**src/rtl/bitlet_pe_driver_if.sv**
```systemverilog
// rtl/bitlet_pe_driver_if.sv - job, activation, PE and result handshake bundle for bitlet_pe_driver
interface bitlet_pe_driver_if #(
  parameter int N_input = 16,
  parameter int Wid_bin = 16
);
  logic                       job_vld;
  logic                       job_rdy;
  logic                       in_vld;
  logic                       in_rdy;
  logic [N_input*Wid_bin-1:0] in_data;
  logic                       flush;
  logic                       Abin_vld;
  logic [N_input*Wid_bin-1:0] Abin_vec;
  logic                       res_vld;
  logic [Wid_bin-1:0]         res;
  logic                       out_vld;
  logic                       out_rdy;
  logic [Wid_bin-1:0]         out_data;
  logic                       out_err;
  logic                       stray;

  modport master (
    input  job_vld, in_vld, in_data, res_vld, res, out_rdy,
    output job_rdy, in_rdy, flush, Abin_vld, Abin_vec, out_vld, out_data, out_err, stray
  );

  modport slave (
    output job_vld, in_vld, in_data, res_vld, res, out_rdy,
    input  job_rdy, in_rdy, flush, Abin_vld, Abin_vec, out_vld, out_data, out_err, stray
  );
endinterface

```
**src/rtl/bitlet_pe_driver.sv**
```systemverilog
// rtl/bitlet_pe_driver.sv - sequences one job of activation beats into a bitlet PE and returns its result
// Optional watchdog: define BITLET_DRV_TIMEOUT_EN.
module bitlet_pe_driver #(
  parameter int N_total = 64,
  parameter int N_input = 16,
  parameter int Wid_bin = 16,
  parameter int TIMEOUT = 1024
) (
  input  logic                  clk,
  input  logic                  rst_n,
  bitlet_pe_driver_if.master    drv
);
  localparam int BEATS = N_total / N_input;
  localparam int BW    = (BEATS > 1) ? $clog2(BEATS) : 1;
  localparam logic [BW-1:0] LAST_BEAT = BW'(BEATS - 1);

  if ((N_total % N_input) != 0 || BEATS < 1 || TIMEOUT < 2) begin : g_bad_cfg
    $error("bitlet_pe_driver: illegal parameter combination");
  end

  typedef enum logic [2:0] {IDLE, FLUSH, LOAD, WAIT, OUT} state_t;

  state_t                     state, state_nx;
  logic [BW-1:0]              beat_cnt;
  logic                       abin_vld_q;
  logic [N_input*Wid_bin-1:0] abin_vec_q;
  logic [Wid_bin-1:0]         out_data_q;
  logic                       stray_q;
  logic                       in_hs;
  logic                       last_hs;
  logic                       res_hit;
  logic                       timed_out;

  assign in_hs   = (state == LOAD) && drv.in_vld;
  assign last_hs = in_hs && (beat_cnt == LAST_BEAT);
  // The final-beat handshake cycle is still LOAD, so a coincident res_vld falls to stray.
  assign res_hit = (state == WAIT) && drv.res_vld;

`ifdef BITLET_DRV_TIMEOUT_EN
  localparam int WW = $clog2(TIMEOUT);
  logic [WW-1:0] wdog;
  logic          out_err_q;

  assign timed_out = (state == WAIT) && !drv.res_vld && (wdog == WW'(TIMEOUT - 1));

  always_ff @(posedge clk or negedge rst_n) begin
    if (!rst_n) begin
      wdog      <= '0;
      out_err_q <= 1'b0;
    end else begin
      wdog <= (state == WAIT) ? wdog + WW'(1) : '0;
      if (res_hit)        out_err_q <= 1'b0;
      else if (timed_out) out_err_q <= 1'b1;
    end
  end
  assign drv.out_err = out_err_q;
`else
  assign timed_out   = 1'b0;
  assign drv.out_err = 1'b0;
`endif

  always_ff @(posedge clk or negedge rst_n) begin
    if (!rst_n) state <= IDLE;
    else        state <= state_nx;
  end

  always_comb begin
    state_nx = state;
    unique case (state)
      IDLE:    if (drv.job_vld) state_nx = FLUSH;
      FLUSH:   state_nx = LOAD;
      LOAD:    if (last_hs) state_nx = WAIT;
      WAIT:    if (res_hit || timed_out) state_nx = OUT;
      OUT:     if (drv.out_rdy) state_nx = IDLE;
      default: state_nx = IDLE;
    endcase
  end

  always_comb begin
    drv.job_rdy = (state == IDLE);
    drv.flush   = (state == FLUSH);
    drv.in_rdy  = (state == LOAD);
    drv.out_vld = (state == OUT);
  end

  always_ff @(posedge clk or negedge rst_n) begin
    if (!rst_n) begin
      beat_cnt   <= '0;
      abin_vld_q <= 1'b0;
      abin_vec_q <= '0;
      out_data_q <= '0;
      stray_q    <= 1'b0;
    end else begin
      abin_vld_q <= in_hs;
      if (in_hs) abin_vec_q <= drv.in_data;

      if (state == FLUSH)  beat_cnt <= '0;
      else if (last_hs)    beat_cnt <= '0;
      else if (in_hs)      beat_cnt <= beat_cnt + BW'(1);

      if (res_hit)        out_data_q <= drv.res;
      else if (timed_out) out_data_q <= '0;

      if (drv.res_vld && (state != WAIT)) stray_q <= 1'b1;
    end
  end

  assign drv.Abin_vld = abin_vld_q;
  assign drv.Abin_vec = abin_vec_q;
  assign drv.out_data = out_data_q;
  assign drv.stray    = stray_q;
endmodule
```
**src/flat_wrapper.sv**
```systemverilog
// flat-port wrapper written by rule: the top's interface ports become plain ports
module bitlet_pe_driver_flat 
#(
  parameter int N_total = 64,
  parameter int N_input = 16,
  parameter int Wid_bin = 16,
  parameter int TIMEOUT = 1024
)
  (clk, rst_n, drv_job_vld, drv_in_vld, drv_in_data, drv_res_vld, drv_res, drv_out_rdy, drv_job_rdy, drv_in_rdy, drv_flush, drv_Abin_vld, drv_Abin_vec, drv_out_vld, drv_out_data, drv_out_err, drv_stray);
  bitlet_pe_driver_if #(.N_input(N_input), .Wid_bin(Wid_bin)) drv_i ();
  input  logic clk;
  input  logic rst_n;
  input wire logic [$bits(drv_i.job_vld)-1:0] drv_job_vld;
  input wire logic [$bits(drv_i.in_vld)-1:0] drv_in_vld;
  input wire logic [$bits(drv_i.in_data)-1:0] drv_in_data;
  input wire logic [$bits(drv_i.res_vld)-1:0] drv_res_vld;
  input wire logic [$bits(drv_i.res)-1:0] drv_res;
  input wire logic [$bits(drv_i.out_rdy)-1:0] drv_out_rdy;
  output wire logic [$bits(drv_i.job_rdy)-1:0] drv_job_rdy;
  output wire logic [$bits(drv_i.in_rdy)-1:0] drv_in_rdy;
  output wire logic [$bits(drv_i.flush)-1:0] drv_flush;
  output wire logic [$bits(drv_i.Abin_vld)-1:0] drv_Abin_vld;
  output wire logic [$bits(drv_i.Abin_vec)-1:0] drv_Abin_vec;
  output wire logic [$bits(drv_i.out_vld)-1:0] drv_out_vld;
  output wire logic [$bits(drv_i.out_data)-1:0] drv_out_data;
  output wire logic [$bits(drv_i.out_err)-1:0] drv_out_err;
  output wire logic [$bits(drv_i.stray)-1:0] drv_stray;
  assign drv_i.job_vld = drv_job_vld;
  assign drv_i.in_vld = drv_in_vld;
  assign drv_i.in_data = drv_in_data;
  assign drv_i.res_vld = drv_res_vld;
  assign drv_i.res = drv_res;
  assign drv_i.out_rdy = drv_out_rdy;
  assign drv_job_rdy = drv_i.job_rdy;
  assign drv_in_rdy = drv_i.in_rdy;
  assign drv_flush = drv_i.flush;
  assign drv_Abin_vld = drv_i.Abin_vld;
  assign drv_Abin_vec = drv_i.Abin_vec;
  assign drv_out_vld = drv_i.out_vld;
  assign drv_out_data = drv_i.out_data;
  assign drv_out_err = drv_i.out_err;
  assign drv_stray = drv_i.stray;
  bitlet_pe_driver #(.N_total(N_total), .N_input(N_input), .Wid_bin(Wid_bin), .TIMEOUT(TIMEOUT)) u_core (.clk(clk), .rst_n(rst_n), .drv(drv_i));
endmodule
```
**config.mk**
```make
export PLATFORM = sky130hd
export DESIGN_NAME = bitlet_pe_driver_flat
export DESIGN_NICKNAME = d
export VERILOG_FILES = /design/src/rtl/bitlet_pe_driver_if.sv /design/src/rtl/bitlet_pe_driver.sv /design/src/flat_wrapper.sv
export SDC_FILE = /design/constraint.sdc
export NUM_CORES = 1
export LEC_CHECK = 0
export CELL_PAD_IN_SITES_DETAIL_PLACEMENT = 1
export CELL_PAD_IN_SITES_GLOBAL_PLACEMENT = 2
export CORE_AREA = 4 4 217 219
export CTS_CLUSTER_SIZE = 12
export DETAILED_ROUTE_END_ITERATION = 10
export DIE_AREA = 0 0 221 223
export DONT_BUFFER_PORTS = 1
export PLACE_DENSITY_LB_ADDON = 0.1
export RECOVER_POWER = 25
export SETUP_SLACK_MARGIN = 0.15
export SLEW_MARGIN = 40
export SYNTH_ARGS = -nofsm -noshare
export SYNTH_HDL_FRONTEND = slang
export SYNTH_SLANG_ARGS = --single-unit
export TNS_END_PERCENT = 20
```
**constraint.sdc**
```tcl
create_clock -name clk -period 1.71 [get_ports clk]
set_input_delay 0.513 -clock clk [delete_from_list [all_inputs] [get_ports clk]]
set_output_delay 0.513 -clock clk [all_outputs]
set_load 0.03 [all_outputs]
```
Word-level counts from Yosys, hierarchy flattened
Index checks and enable logic that the tools add are counted.
{ "word_totals": {"ff_bits": 279, "out_inout_bits": 279} }
{ "classes": {"eq_ne": 10, "n_reduce_logical": 7, "n_addsub": 1, "muxes": 8} }
{ "ops": {"columns": ["cell", "count"], "rows": [
  ["$pmux 3 s5", 1],
  ["$mux 3", 4],
  ["$eq 3x2->1 const B", 2],
  ["$mux 2", 3],
  ["$logic_and 1x1->1", 4],
  ["$ne 2x1->1 const B", 2],
  ["$ne 2x2->1 const B", 2],
  ["$reduce_and 4->1", 1],
  ["$eq 3x1->1 const B", 1],
  ["$eq 3x3->1 const B", 1],
  ["$logic_not 3->1", 1],
  ["$ne 3x2->1 const B", 1],
  ["$reduce_bool 3->1", 1],
  ["$add 2x1->2 const B", 1],
  ["$eq 2x2->1 const B", 1]
]} }

Longest topological paths before layout
{ "logic_depth": {"depth_word": 5, "depth_mapped": 7, "depth_no_buf": 4} }

Least setup slack after synthesis
Ideal clock, no wire load.
{ "synth_path": {"path_type": "reg2out", "start": "register u_core.state[0]", "end": "output port drv_flush", "stages_incl_launch_ff": 4, "required_time_ps": 1197, "setup_slack_ps": -62, "arrival_time_ps": 1259, "cell_sequence": "dfrtp_1 > buf_6 > inv_1 > nor3_1"} }
{ "synth_between": {"elab_chain_cells": 1} }
{ "synth_rtl": {"columns": ["item", "line_no", "source"], "rows": [
  ["start: declaration", "bitlet_pe_driver.sv:23", "state_t state, state_nx;"],
  ["start signal: assignment", "bitlet_pe_driver.sv:64", "else state <= state_nx;"],
  ["$eq 3x1->1", "bitlet_pe_driver.sv:81", "drv.flush = (state == FLUSH);"],
  ["end: declaration", "flat_wrapper.sv:21", "output wire logic [$bits(drv_i.flush)-1:0] drv_flush;"]
]} }
Every way passes these cells.

Final worst setup path
{ "layout_path": {"start": "register u_core.state[2]", "end": "output port drv_in_rdy"} }
{ "layout_between": {"elab_chain_cells": 1} }
{ "layout_rtl": {"columns": ["item", "line_no", "source"], "rows": [
  ["$eq 3x2->1", "bitlet_pe_driver.sv:82", "drv.in_rdy = (state == LOAD);"],
  ["end: declaration", "flat_wrapper.sv:20", "output wire logic [$bits(drv_i.in_rdy)-1:0] drv_in_rdy;"]
]} }
Every way passes these cells.

==> reports/results.txt <==
The biggest area contributor in the post-synthesis netlist is sky130_fd_sc_hd__dfrtp_1. The number of placed instances with taps included was 1197; the worst clock skew was 0.0250 ns. Pin placement for this block handled 557 I/O pins. Counting distinct cell types in the post-synthesis netlist gives 25. In this run, CTS created clock tree buffers numbering 34. During synthesis, Yosys emitted a total of 0 warnings. The number of nets in the layout was 978. Total power for the finished layout comes to 38.4 mW. The tool flagged a number of max-cap violations equal to 0. The peak fanout along the critical path was 5. In the global route stage, met2 resource usage came out at 24.2%.

In this run, the clock network consumes 18.3% of the power. For the number of hold-slack violations in the final timing report, the log shows 279. The area growth from synthesis to layout is 37.8%.

The average instance in the mapped netlist occupies 17.5 sq um. For this design the static power due to leakage is 6.60 nW. The clock transition at the register clock pins on the worst setup and hold paths after CTS is 0.06 ns, and the number of antenna violations at the first check in global routing is 0. TritonCTS built the clock tree. The via-per-instance ratio is 4.37.

The run gives 4579 as the total of fill cells in the finished design. For the global-route track usage on met1, the log shows 14.4%. The first global-routing pass estimated 51700 um of wire. The logs give 37300 um for the overall routed net length and 0 for the sum of overflow across all layers after global routing. The die is 221 um wide. For this design the total switching power over the nets is 16.2 mW.

In this run, the combinational gates consume 29.8% of the power. After synthesis, the cell types taking the most area are sky130_fd_sc_hd__dfrtp_1, sky130_fd_sc_hd__mux2_1, sky130_fd_sc_hd__mux2_2. Headroom to the max-slew limit came out at 16.2%.

Registers are responsible for 51.9% of the overall power. Walking the worst path, the cells encountered are buf_6 > and2b_2 > and2_4 > buf_12. The tools report the clock insertion delay at the later pin of the skew report as 0.52 ns. In this design, the stage delay of the slowest critical-path cell is 0.41 ns. The total global-route track usage was 13.9%; the final standard cell count with taps included and fillers excluded was 1317. The final cell utilization of the core is 32.5%. The share of the Yosys chip area taken by registers is 65.6%.

The tools report the maximum clock rate as 0.482 GHz. For this block, the initial DRC count from the detailed router was 268. The antenna violation net count after detailed routing is 0, and the maximum root-to-sink buffer count is 3. The tools report the HPWL after detailed placement as 24600 um. The transition time at the pin with the least slew margin was 1.26 ns. The placed instances occupy a cell area of 11300 sq um. In this run the vertical extent of the chip is 223 um. The number of setup violations in the final report was 262; the switching power as a share of total power was 42.1%. Among all stages on the critical path, the largest delay is contributed by sky130_fd_sc_hd__dfrtp_2.

The number of DRC violations after detailed routing was 0; the met3 track demand over resource was 8.32%. The logs give 0 for the final antenna diode count and -0.365 ns for the final worst slack. The run finished, with violations left. The floorplan step defined a die boundary enclosing 49300 sq um. Final period demand of the worst path: 2.07 ns. Most utilized layer in the global route result: met2. The run gives 5752 as the number of vias after detailed routing. Dividing the final minimum period by the clock period gives 121%.

Entering global routing, the biggest net connects 280 pins. For this configuration, the core starts out at a cell density of 23.6%. The first detailed-routing pass took 4 iterations. During placement, the flow inserted port buffers numbering 0.

Synthesis inferred 279 register bits. Cell at the root of the clock tree: sky130_fd_sc_hd__clkbuf_16. The run gives -0.312 ns as the worst hold slack after final layout. At the end of routability-driven placement, the weighted congestion stood at 0.752. In this run the core area contains 78 standard-cell rows.

The checks that failed: hold timing, setup timing. The number of nets in the synthesized netlist was 888; the total clock sinks was 279. The logs give 45100 sq um for the area of the core and 1.56 ns for the critical path data arrival time. The setup TNS after final layout was -59.37 ns; the final instance area was 14700 sq um. After detailed routing, the average wire length per cell comes to 28.3 um. For the H-tree depth, the log shows 2. The logs give 0 for the count of pins over their slew limit and 10600 sq um for the cell area after synthesis. The power density over the cells was 2620 nW/um^2; the peak supply drop was 0.873 mV. The share of the synthesized area in the top cell type works out to 65.6%. The number of instances in the synthesized netlist was 609; the via count of the first global-routing pass was 6586. The critical path in this run is classified as flip-flop to output port.

The internal power summed over all cells came out at 22.2 mW. Setup repair after global routing could not meet its margin everywhere. The layout cell share with drive strength beyond 1 is 60.3%. Data on the critical path is required at its endpoint by 1.20 ns. Launching element type of the critical path: a flip-flop. STA classifies the critical path endpoint as an output port.

The path class of the tightest hold or removal check is input port to async pin.
[sequential cells by signal (all words and copies together) (netlist names)]
signal and count:
u_core.state 3, u_core.drv.stray 1, u_core.drv.Abin_vld 1, u_core.drv.Abin_vec 256
u_core.beat_cnt 2, u_core.drv.out_data 16
[Yosys cell counts]
| cell type | number |
|---|---|
| sky130_fd_sc_hd__nor4bb_4 | 1 |
| sky130_fd_sc_hd__a21oi_1 | 1 |
| sky130_fd_sc_hd__a311oi_1 | 1 |
| sky130_fd_sc_hd__mux2_2 | 71 |
| sky130_fd_sc_hd__buf_12 | 2 |
| sky130_fd_sc_hd__buf_6 | 4 |
| sky130_fd_sc_hd__buf_8 | 20 |
| sky130_fd_sc_hd__nand2b_1 | 1 |
| sky130_fd_sc_hd__nand2_1 | 2 |
| sky130_fd_sc_hd__nor2_1 | 4 |
| sky130_fd_sc_hd__mux2i_1 | 2 |
| sky130_fd_sc_hd__buf_4 | 6 |
| sky130_fd_sc_hd__and2_1 | 1 |
| sky130_fd_sc_hd__nand3_1 | 1 |
| sky130_fd_sc_hd__and3_1 | 1 |
| sky130_fd_sc_hd__and2b_1 | 1 |
| sky130_fd_sc_hd__nand3_2 | 1 |
| sky130_fd_sc_hd__o21ai_0 | 1 |
| sky130_fd_sc_hd__inv_1 | 2 |
| sky130_fd_sc_hd__a21o_1 | 1 |
| sky130_fd_sc_hd__conb_1 | 1 |
| sky130_fd_sc_hd__mux2_1 | 201 |
| sky130_fd_sc_hd__dfrtp_1 | 279 |
| sky130_fd_sc_hd__nor3_1 | 3 |
| sky130_fd_sc_hd__ha_1 | 1 |
[layout make-up]
| cell class | instances | area [sq um] | area share (%) |
|---|---|---|---|
| Clock buffer | 47 | 981 | 6.68 |
| Clock inverter | 7 | 92.6 | 0.631 |
| Inverter | 2 | 12.5 | 0.0853 |
| Multi-Input combinational cell | 296 | 4260 | 29.0 |
| Sequential cell | 279 | 7010 | 47.8 |
| Tap cell | 600 | 751 | 5.12 |
| Timing Repair Buffer | 86 | 1570 | 10.7 |
[path summary, 6_finish.rpt]
| kind | slack [ns] | from | endpoint | cells after the start |
|---|---|---|---|---|
| min in group clk | 0.11 | drv_res_vld | u_core.drv.stray | 1 |
| setup reg to reg | -0.31 | u_core.state[2] | u_core.drv.Abin_vec[207] | 8 |
| hold / removal | -0.31 | rst_n | u_core.drv.Abin_vec[232] | 0 |
| hold reg to reg | 0.54 | u_core.beat_cnt[1] | u_core.beat_cnt[1] | 2 |
| max in group asynchronous | 0.99 | rst_n | u_core.drv.Abin_vec[237] | 0 |
| setup / recovery | -0.36 | u_core.state[2] | drv_in_rdy | 4 |
[power groups by stage]
stage / Combinational, mW / Clock (mW) / Sequential, mW
floorplan: 4.83 / 0 / 18.3
global placement: 5.15 / 0 / 20.0
detailed placement: 5.57 / 0 / 19.9
CTS: 9.46 / 7.27 / 20.0
global route: 12.1 / 7.58 / 20.4
finish: 11.5 / 7.01 / 19.9
[critical path: cells and delay by family, from the launching register on]
kind / cells / cell delay (ns)
buffers and inverters: 2 / 0.25
and+or+nand+nor: 2 / 0.38
DFF: 1 / 0.41
[stage by stage]
stage	setup WS, ns	hold WS, ns
5_1_grt	-0.444	-0.351
3_3_place_gp	-0.0314	0.226
6_report	-0.365	-0.312
2_1_floorplan	0.0785	0.217
3_5_place_dp	-0.0748	0.225
4_1_cts	-0.435	-0.355
[what timing repair did]
item / CTS / global route
endpoints found under the hold margin: 279 / 279
buffers inserted: 27 / 12
setup endpoints to repair: 535 / 537
pin swaps: 2 / 5
gates cloned: 18 / 9
resized for setup: 216 / 148
[cells by family (layout without fill, tap and decap cells)]
kind of cell | Yosys count | after routing | synth area share [%]
flip-flops | 279 | 279 | 65.6
AO/OA/AOI/OAI | 4 | 4 | 0.247
other | 1 | 1 | 0.0352
adder cells (fa/ha/maj) | 1 | 1 | 0.117
buffers and inverters | 34 | 142 | 4.11
multiplexers | 274 | 274 | 29.0
AND/OR/NAND/NOR | 16 | 16 | 0.975
[layout by cell type (no fill, tap or decap), drive strengths merged, types with 3 or more instances in the layout]
| cell type | Yosys | layout |
|---|---|---|
| clkbuf | 0 | 53 |
| clkinv | 0 | 4 |
| buf | 32 | 79 |
| mux2 | 272 | 272 |
| nor3 | 3 | 3 |
| dfrtp | 279 | 279 |
| nor2 | 4 | 4 |
| inv | 2 | 3 |
[layer usage]
metal	wire (um)	share of wire, %
met3	4570	12
met2	19200	52
met5	0	0
met4	633	1.7
met1	12900	35
Power figures use the tool's default switching activity.
